[config.mk]
export PLATFORM = sky130hd
export DESIGN_NAME = bip_ctrl_unit_flat
export DESIGN_NICKNAME = d
export VERILOG_FILES = /design/src/rtl/bip_ctrl_if.sv /design/src/rtl/bip_ctrl_unit.sv /design/src/flat_wrapper.sv
export SDC_FILE = /design/constraint.sdc
export NUM_CORES = 1
export LEC_CHECK = 0
export BUFFER_PORTS_ARGS = -buffer_cell sky130_fd_sc_hd__buf_2
export CORE_AREA = 4 4 65 67
export DETAILED_ROUTE_END_ITERATION = 12
export DIE_AREA = 0 0 69 71
export GPL_TIMING_DRIVEN = 0
export PLACE_DENSITY = 0.84
export SETUP_SLACK_MARGIN = 0.4
export SKIP_CTS_REPAIR_TIMING = 1
export SYNTH_ARGS = -nofsm -noshare
export SYNTH_HDL_FRONTEND = slang
export SYNTH_SLANG_ARGS = --single-unit
[constraint.sdc]
create_clock -name clk -period 4.4 [get_ports clk]
set_input_delay 0.22 -clock clk [delete_from_list [all_inputs] [get_ports clk]]
set_output_delay 0.22 -clock clk [all_outputs]
set_load 0.05 [all_outputs]
[src/rtl/bip_ctrl_if.sv]
// Program-memory and datapath bus of the accumulator-CPU control unit.
// master = control unit, slave = program ROM plus accumulator datapath.
interface bip_ctrl_if #(
  parameter int PC_W  = 11,
  parameter int OPR_W = 11,
  parameter int OPC_W = 5
);
  logic                   en;
  logic [OPC_W+OPR_W-1:0] instr;
  logic                   acc_zero;
  logic                   acc_neg;
  logic [PC_W-1:0]        pc_addr;
  logic [OPR_W-1:0]       operand;
  logic [1:0]             sel_a;
  logic                   sel_b;
  logic                   op;
  logic                   wr_acc;
  logic                   wr_ram;
  logic                   rd_ram;

  modport master (
    input  en, instr, acc_zero, acc_neg,
    output pc_addr, operand, sel_a, sel_b, op, wr_acc, wr_ram, rd_ram
  );

  modport slave (
    output en, instr, acc_zero, acc_neg,
    input  pc_addr, operand, sel_a, sel_b, op, wr_acc, wr_ram, rd_ram
  );
endinterface

[src/rtl/bip_ctrl_unit.sv]
// Sequential control unit of the accumulator CPU: owns the PC, runs FETCH/EXEC/HALT,
// decodes the instruction in EXEC and drives the datapath strobes for that one cycle.
module bip_ctrl_unit #(
  parameter int PC_W  = 11,
  parameter int OPR_W = 11,
  parameter int OPC_W = 5,
  parameter int CNT_W = 16
) (
  input  logic             clk,
  input  logic             rst,
  bip_ctrl_if.master       bus,
  output logic             halted,
  output logic             illegal,
  output logic [CNT_W-1:0] instr_cnt
);

  if (OPC_W < 4) begin : g_opc_w_check
    $error("bip_ctrl_unit: OPC_W must be at least 4");
  end

  typedef enum logic [1:0] {S_FETCH, S_EXEC, S_HALT} state_t;

  localparam logic [OPC_W-1:0] OP_HLT  = OPC_W'(0);
  localparam logic [OPC_W-1:0] OP_STO  = OPC_W'(1);
  localparam logic [OPC_W-1:0] OP_LD   = OPC_W'(2);
  localparam logic [OPC_W-1:0] OP_LDI  = OPC_W'(3);
  localparam logic [OPC_W-1:0] OP_ADD  = OPC_W'(4);
  localparam logic [OPC_W-1:0] OP_ADDI = OPC_W'(5);
  localparam logic [OPC_W-1:0] OP_SUB  = OPC_W'(6);
  localparam logic [OPC_W-1:0] OP_SUBI = OPC_W'(7);
  localparam logic [OPC_W-1:0] OP_BEQ  = OPC_W'(8);
  localparam logic [OPC_W-1:0] OP_BNE  = OPC_W'(9);
  localparam logic [OPC_W-1:0] OP_BLT  = OPC_W'(10);
  localparam logic [OPC_W-1:0] OP_JMP  = OPC_W'(11);

  state_t           state;
  logic [PC_W-1:0]  pc;
  logic [OPC_W-1:0] opcode;
  logic [PC_W-1:0]  pc_inc;
  logic [PC_W-1:0]  target;

  logic [1:0]      d_sel_a;
  logic            d_sel_b, d_op, d_wr_acc, d_wr_ram, d_rd_ram;
  logic [PC_W-1:0] pc_next;
  logic            to_halt, bad_opc;
  logic            active;

  assign opcode      = bus.instr[OPC_W+OPR_W-1 -: OPC_W];
  assign bus.operand = bus.instr[OPR_W-1:0];
  assign bus.pc_addr = pc;
  assign pc_inc      = pc + PC_W'(1);
  // Truncates a wide operand or zero-extends a narrow one.
  assign target      = PC_W'(bus.operand);

  // NOTE: every always_comb output gets a default first so no path infers a latch.
  always_comb begin
    d_sel_a  = 2'd0;
    d_sel_b  = 1'b0;
    d_op     = 1'b0;
    d_wr_acc = 1'b0;
    d_wr_ram = 1'b0;
    d_rd_ram = 1'b0;
    pc_next  = pc_inc;
    to_halt  = 1'b0;
    bad_opc  = 1'b0;
    case (opcode)
      OP_HLT:  begin pc_next = pc; to_halt = 1'b1; end
      OP_STO:  d_wr_ram = 1'b1;
      OP_LD:   begin d_wr_acc = 1'b1; d_rd_ram = 1'b1; end
      OP_LDI:  begin d_sel_a = 2'd1; d_wr_acc = 1'b1; end
      OP_ADD:  begin d_sel_a = 2'd2; d_op = 1'b1; d_wr_acc = 1'b1; d_rd_ram = 1'b1; end
      OP_ADDI: begin d_sel_a = 2'd2; d_sel_b = 1'b1; d_op = 1'b1; d_wr_acc = 1'b1; end
      OP_SUB:  begin d_sel_a = 2'd2; d_wr_acc = 1'b1; d_rd_ram = 1'b1; end
      OP_SUBI: begin d_sel_a = 2'd2; d_sel_b = 1'b1; d_wr_acc = 1'b1; end
      OP_BEQ:  if (bus.acc_zero)  pc_next = target;
      OP_BNE:  if (!bus.acc_zero) pc_next = target;
      OP_BLT:  if (bus.acc_neg)   pc_next = target;
      OP_JMP:  pc_next = target;
      default: begin pc_next = pc; to_halt = 1'b1; bad_opc = 1'b1; end
    endcase
  end

  // Reset masks the strobes combinationally so a reset landing in EXEC never writes.
  assign active     = (state == S_EXEC) && !rst;
  assign bus.sel_a  = active ? d_sel_a  : 2'd0;
  assign bus.sel_b  = active ? d_sel_b  : 1'b0;
  assign bus.op     = active ? d_op     : 1'b0;
  assign bus.wr_acc = active ? d_wr_acc : 1'b0;
  assign bus.wr_ram = active ? d_wr_ram : 1'b0;
  assign bus.rd_ram = active ? d_rd_ram : 1'b0;

  // NOTE: sequential state is updated with non-blocking assignments only.
  always_ff @(posedge clk) begin
    if (rst) begin
      state     <= S_FETCH;
      pc        <= '0;
      instr_cnt <= '0;
      illegal   <= 1'b0;
      halted    <= 1'b0;
    end else begin
      case (state)
        S_FETCH: if (bus.en) state <= S_EXEC;
        S_EXEC: begin
          pc <= pc_next;
          if (to_halt) begin
            state   <= S_HALT;
            halted  <= 1'b1;
            illegal <= illegal | bad_opc;
          end else begin
            state <= S_FETCH;
            if (instr_cnt != {CNT_W{1'b1}}) instr_cnt <= instr_cnt + CNT_W'(1);
          end
        end
        default: state <= S_HALT;
      endcase
    end
  end

endmodule

[src/flat_wrapper.sv]
// flat-port wrapper written by rule: the top's interface ports become plain ports
module bip_ctrl_unit_flat 
#(
  parameter int PC_W  = 11,
  parameter int OPR_W = 11,
  parameter int OPC_W = 5,
  parameter int CNT_W = 16
)
  (clk, rst, halted, illegal, instr_cnt, bus_en, bus_instr, bus_acc_zero, bus_acc_neg, bus_pc_addr, bus_operand, bus_sel_a, bus_sel_b, bus_op, bus_wr_acc, bus_wr_ram, bus_rd_ram);
  bip_ctrl_if #(.PC_W(PC_W), .OPR_W(OPR_W), .OPC_W(OPC_W)) bus_i ();
  input  logic clk;
  input  logic rst;
  output logic halted;
  output logic illegal;
  output logic [CNT_W-1:0] instr_cnt;
  input wire logic [$bits(bus_i.en)-1:0] bus_en;
  input wire logic [$bits(bus_i.instr)-1:0] bus_instr;
  input wire logic [$bits(bus_i.acc_zero)-1:0] bus_acc_zero;
  input wire logic [$bits(bus_i.acc_neg)-1:0] bus_acc_neg;
  output wire logic [$bits(bus_i.pc_addr)-1:0] bus_pc_addr;
  output wire logic [$bits(bus_i.operand)-1:0] bus_operand;
  output wire logic [$bits(bus_i.sel_a)-1:0] bus_sel_a;
  output wire logic [$bits(bus_i.sel_b)-1:0] bus_sel_b;
  output wire logic [$bits(bus_i.op)-1:0] bus_op;
  output wire logic [$bits(bus_i.wr_acc)-1:0] bus_wr_acc;
  output wire logic [$bits(bus_i.wr_ram)-1:0] bus_wr_ram;
  output wire logic [$bits(bus_i.rd_ram)-1:0] bus_rd_ram;
  assign bus_i.en = bus_en;
  assign bus_i.instr = bus_instr;
  assign bus_i.acc_zero = bus_acc_zero;
  assign bus_i.acc_neg = bus_acc_neg;
  assign bus_pc_addr = bus_i.pc_addr;
  assign bus_operand = bus_i.operand;
  assign bus_sel_a = bus_i.sel_a;
  assign bus_sel_b = bus_i.sel_b;
  assign bus_op = bus_i.op;
  assign bus_wr_acc = bus_i.wr_acc;
  assign bus_wr_ram = bus_i.wr_ram;
  assign bus_rd_ram = bus_i.rd_ram;
  bip_ctrl_unit #(.PC_W(PC_W), .OPR_W(OPR_W), .OPC_W(OPC_W), .CNT_W(CNT_W)) u_core (.clk(clk), .rst(rst), .bus(bus_i), .halted(halted), .illegal(illegal), .instr_cnt(instr_cnt));
endmodule
Yosys cells after proc, flatten, opt, wreduce, memory -nomap -nowiden

Index checks and enable logic that the tools add are counted.

$add $sub $neg: 2
Eq/ne operators: 14
Multiplexer cells: 20
Bitwise gates (word level): 2
Reduce and logical (&&, ||, !) cells: 16

Operators with widths:

| kind                    | number |
|---|---|
| $pmux W11 S5            | 1 |
| $mux W11                | 3 |
| $eq A5 B3 Y1 const B    | 4 |
| $eq A5 B4 Y1 const B    | 4 |
| $add A16 B1 Y16 const B | 1 |
| $ne A16 B16 Y1 const B  | 1 |
| $reduce_or A12 Y1       | 1 |
| $add A11 B1 Y11 const B | 1 |
| $mux W1                 | 11 |
| $reduce_or A11 Y1       | 1 |
| $eq A5 B2 Y1 const B    | 2 |
| $pmux W2 S2             | 2 |
| $reduce_or A7 Y1        | 1 |
| $mux W2                 | 3 |
| $reduce_or A6 Y1        | 1 |
| $eq A5 B1 Y1 const B    | 1 |
| $logic_not A5 Y1        | 1 |
| $reduce_bool A5 Y1      | 1 |
| $reduce_and A2 Y1       | 2 |
| $reduce_or A2 Y1        | 2 |
| $reduce_or A4 Y1        | 1 |
| $reduce_and A3 Y1       | 1 |
| $reduce_or A3 Y1        | 1 |
| $eq A2 B1 Y1 const B    | 1 |
| other kinds (6)         | 6 |

Bits in registers: 31
Output and inout bits: 47

Logic depth before layout (Yosys ltp)

Word-level depth: 4
Depth in mapped cells: 6
Gate-level depth less buffers: 5

Least setup slack after synthesis

OpenSTA, ideal clock, no wires.

Path kind: register -> output
Start: register u_core.state[0]
End: output port bus_rd_ram
Arrival: 2.601 ns
Required time: 4.180 ns
Path slack: 1.579 ns
Cell stages (with the launch flop): 5
Cell sequence: dfxtp_1 > nor2b_1 > nor4b_1 > nor2b_1 > nor2b_1

Longest elaborated chain between the ends: 3

RTL lines:

| what                   | RTL line             | text |
|---|---|---|
| from (decl)            | bip_ctrl_unit.sv:36  | `state_t state;` |
| from (signal assigned) | bip_ctrl_unit.sv:95  | `state <= S_FETCH;` |
| from (signal assigned) | bip_ctrl_unit.sv:102 | `S_FETCH: if (bus.en) state <= S_EXEC;` |
| from (signal assigned) | bip_ctrl_unit.sv:106 | `state <= S_HALT;` |
| $eq A2 B1 Y1           | bip_ctrl_unit.sv:84  | `assign active = (state == S_EXEC) && !rst;` |
| $logic_and A1 B1 Y1    | bip_ctrl_unit.sv:84  |  |
| $mux W1                | bip_ctrl_unit.sv:90  | `assign bus.rd_ram = active ? d_rd_ram : 1'b0;` |
| to (decl)              | flat_wrapper.sv:27   | `output wire logic [$bits(bus_i.rd_ram)-1:0] bus_rd_ram;` |

No other way between the ends.

Worst setup path after layout

Same ends and word-level chain as after synthesis.

==> flow_summary_export.csv <==
group,metric,value,unit
detailed_routing,drt-pass1-iter-count,4,
setup_path,worst-endpoint-required,4.18,ns
sta,post-route-min-period,2.30,ns
synth,yosysWarnings,0,
detailed_routing,vias_per_cell,5.79,
clocking,clk_pin_slew,0.05,ns
floorplanning,die_w,69,um
detailed_routing,route.detailed.drc,0,
finish,n_antenna_cell,0,
sta,period_share,0.522,
sta,finalHoldViolations,0,
floorplanning,core,3630,um2
floorplanning,die_h,71,um
floorplanning,rows,22,
sta,relSlewSlack,0.606,
place,io_buffer_count,67,
floorplanning,pin_count,68,
setup_path,critical_path.endpoint_type,"primary output",
finish,drive_gt1_frac,0.359,
power_and_ir_drop,peakVddDrop,129,uV
clocking,clk_latency,0.28,ns
detailed_routing,ant_nets,0,
global_route,grt_util_all_layers,0.203,
finish,num-nets-final,319,
job,drv_cap,0,
status,outcome,"finished, final reports clean",
synth,synth_cell_types,51,
power_and_ir_drop,clkPwrFrac,0.346,
synth,syn-instance-count,222,
power_and_ir_drop,seqPwrFrac,0.495,
detailed_routing,num_vias,1985,
place,place.gp.congestion,0.864,
setup_path,cp-start-kind,"flop",
finish,final_cell_area,2410,um2
global_route,grt.overflow.total,0,
finish,syn2layout_area_growth,24.1,%
setup_path,critPathKind,"flop to primary output",
synth,synth_flop_cell,"dfxtp_1",
finish,finalCoreUtilization,0.664,
synth,post_synth.cell_area_avg,8.75,um2
global_route,antenna_found_initial,0,
sta,max_freq,435,MHz
sta,hold_ws,0.214,ns
clocking,ctsLongestPathBuffers,2,
floorplanning,die-area,4900,um2
sta,final_max_slew_viol_count,0,
synth,syn_area,1940,um2
sta,setup_viol,0,
power_and_ir_drop,powerDensity,242,nW/um2
sta,worstMarginPinSlew,0.582,ns
sta,fin_skew,0.00845,ns
place,post_dp_cell_area,2340,um2
global_route,grt_max_degree,11,
sta,setup_tns,0,ns
synth,synthArstFlopShare,0,
power_and_ir_drop,power_leakage,1.04,nW
detailed_routing,wire_per_inst,14.3,um
synth,ys_seq_area_frac,0.319,
power_and_ir_drop,switching_share,0.277,
power_and_ir_drop,combPwrFrac,0.160,
global_route,grt_pass1_vias,1821,
clocking,cts-root-buf,"clkbuf_8",
synth,synth_seq_cells,31,
clocking,cts_max_level,2,
clocking,cts_tree,"yes",
synth,syn_nets,245,
clocking,numCtsBuffers,5,
sta,rsz0062_at_grt,"false",
detailed_routing,drt_iter0_markers,90,
global_route,grt_pass1_wl,8.25,mm
place,hpwl,3.67,mm
floorplanning,start_util,0.535,
clocking,cts_sinks,31,
setup_path,path_max_fanout,5,
synth,synth-edff-count,0,
power_and_ir_drop,p_switching,0.000161,W
detailed_routing,routed_wirelength,4.92,mm
min_path,hold_path.class,"primary input to flop",
power_and_ir_drop,p_int,0.000421,W
setup_path,arrival,2.08,ns
==> Yosys cell counts, types with 3 or more instances <==
master	count	area, um2
o21ai_0	4	20.0
nand3_1	10	50.1
a21oi_1	23	115
or4_1	9	67.6
o31ai_1	10	75.1
nor2b_1	5	31.3
dfxtp_1	31	621
and4_1	3	26.3
buf_4	11	82.6
o32ai_2	7	114
buf_2	5	25.0
nor4b_1	3	26.3
or3_1	4	25.0
nor3_1	3	15.0
mux2i_1	8	80.1
nor4_1	4	25.0
inv_1	15	56.3
buf_6	3	33.8
nand4_1	6	37.5
nand2_1	9	33.8
nor2_1	9	33.8
and3_1	3	18.8
==> per-stage QoR <==
stage	setup WS (ns)	power, W	instances
6_report	2.10	0.000583	343
5_1_grt	1.90	0.000606	343
4_1_cts	2.10	0.000587	343
3_5_place_dp	2.42	0.000388	337
3_3_place_gp	2.42	0.000387	337
2_1_floorplan	1.58	0.000360	222
==> cells by family after synthesis <==
logic type               after synthesis  synth area share
adder cells (fa/ha/maj)                2            0.0129
AND/OR/NAND/NOR                       80             0.259
buffers and inverters                 37             0.108
flip-flops                            31             0.319
AO/OA/AOI/OAI                         62             0.249
multiplexers                          10            0.0528
==> registers in the layout, summed over array words and instances, names as in the netlist <==
| name | count |
|---|---|
| u_core.halted | 1 |
| u_core.illegal | 1 |
| u_core.state | 2 |
| u_core.bus.pc_addr | 11 |
| u_core.instr_cnt | 16 |
==> critical path: stages (launching register included) <==
cell and delay, ns:
dfxtp_1 0.35, nor2b_1 0.31, nor4b_1 0.54, nor2b_1 0.22, nor2b_1 0.13, buf_2 0.26
==> power by group through the flow <==
stage,Combinational (W),Clock [W],Sequential (W)
after global placement,0.0000922,0,0.000294
after CTS,0.0000935,0.000205,0.000288
after global routing,0.000100,0.000217,0.000289
after detailed placement,0.0000931,0,0.000294
final,0.0000929,0.000201,0.000288
after floorplan,0.0000565,0,0.000303
==> routing by layer <==
layer	GRT usage	wire (um)
met4	0.0868	78
met2	0.313	2260
met5	0	0
met1	0.260	2240
met3	0.0696	352
==> layout by cell type (no fill, tap or decap), types with 4 or more instances in the layout <==
master	netlist	layout
inv_1	15	15
nor2_1	9	9
or3_1	4	4
buf_4	11	11
clkbuf_8	0	5
buf_2	5	72
nand3_1	10	10
nor2b_1	5	5
dfxtp_1	31	31
nor4_1	4	4
nand4_1	6	6
o32ai_2	7	7
o31ai_1	10	10
a21oi_1	23	23
nand2_1	9	9
o21ai_0	4	4
mux2i_1	8	8
or4_1	9	9
==> worst paths after layout <==
| path | cells after the start | slack, ns | start | to |
|---|---|---|---|---|
| max reg2reg | 6 | 2.50 | u_core.instr_cnt[0] | u_core.instr_cnt[12] |
| min | 2 | 0.21 | bus_en | u_core.state[0] |
| max | 5 | 2.10 | u_core.state[0] | bus_rd_ram |
| min reg2reg | 1 | 0.46 | u_core.state[0] | u_core.state[0] |
==> area by class of cell <==
cell class	count	area, um2
plain buffers	22	153
clock buffers	6	72.6
fillers	329	1220
inverters	15	56.3
multi-input cells	154	1110
flip-flops and latches	31	621
well taps	48	60.1
repair buffers	67	335
No activity file was read; power rests on OpenSTA's default activity.
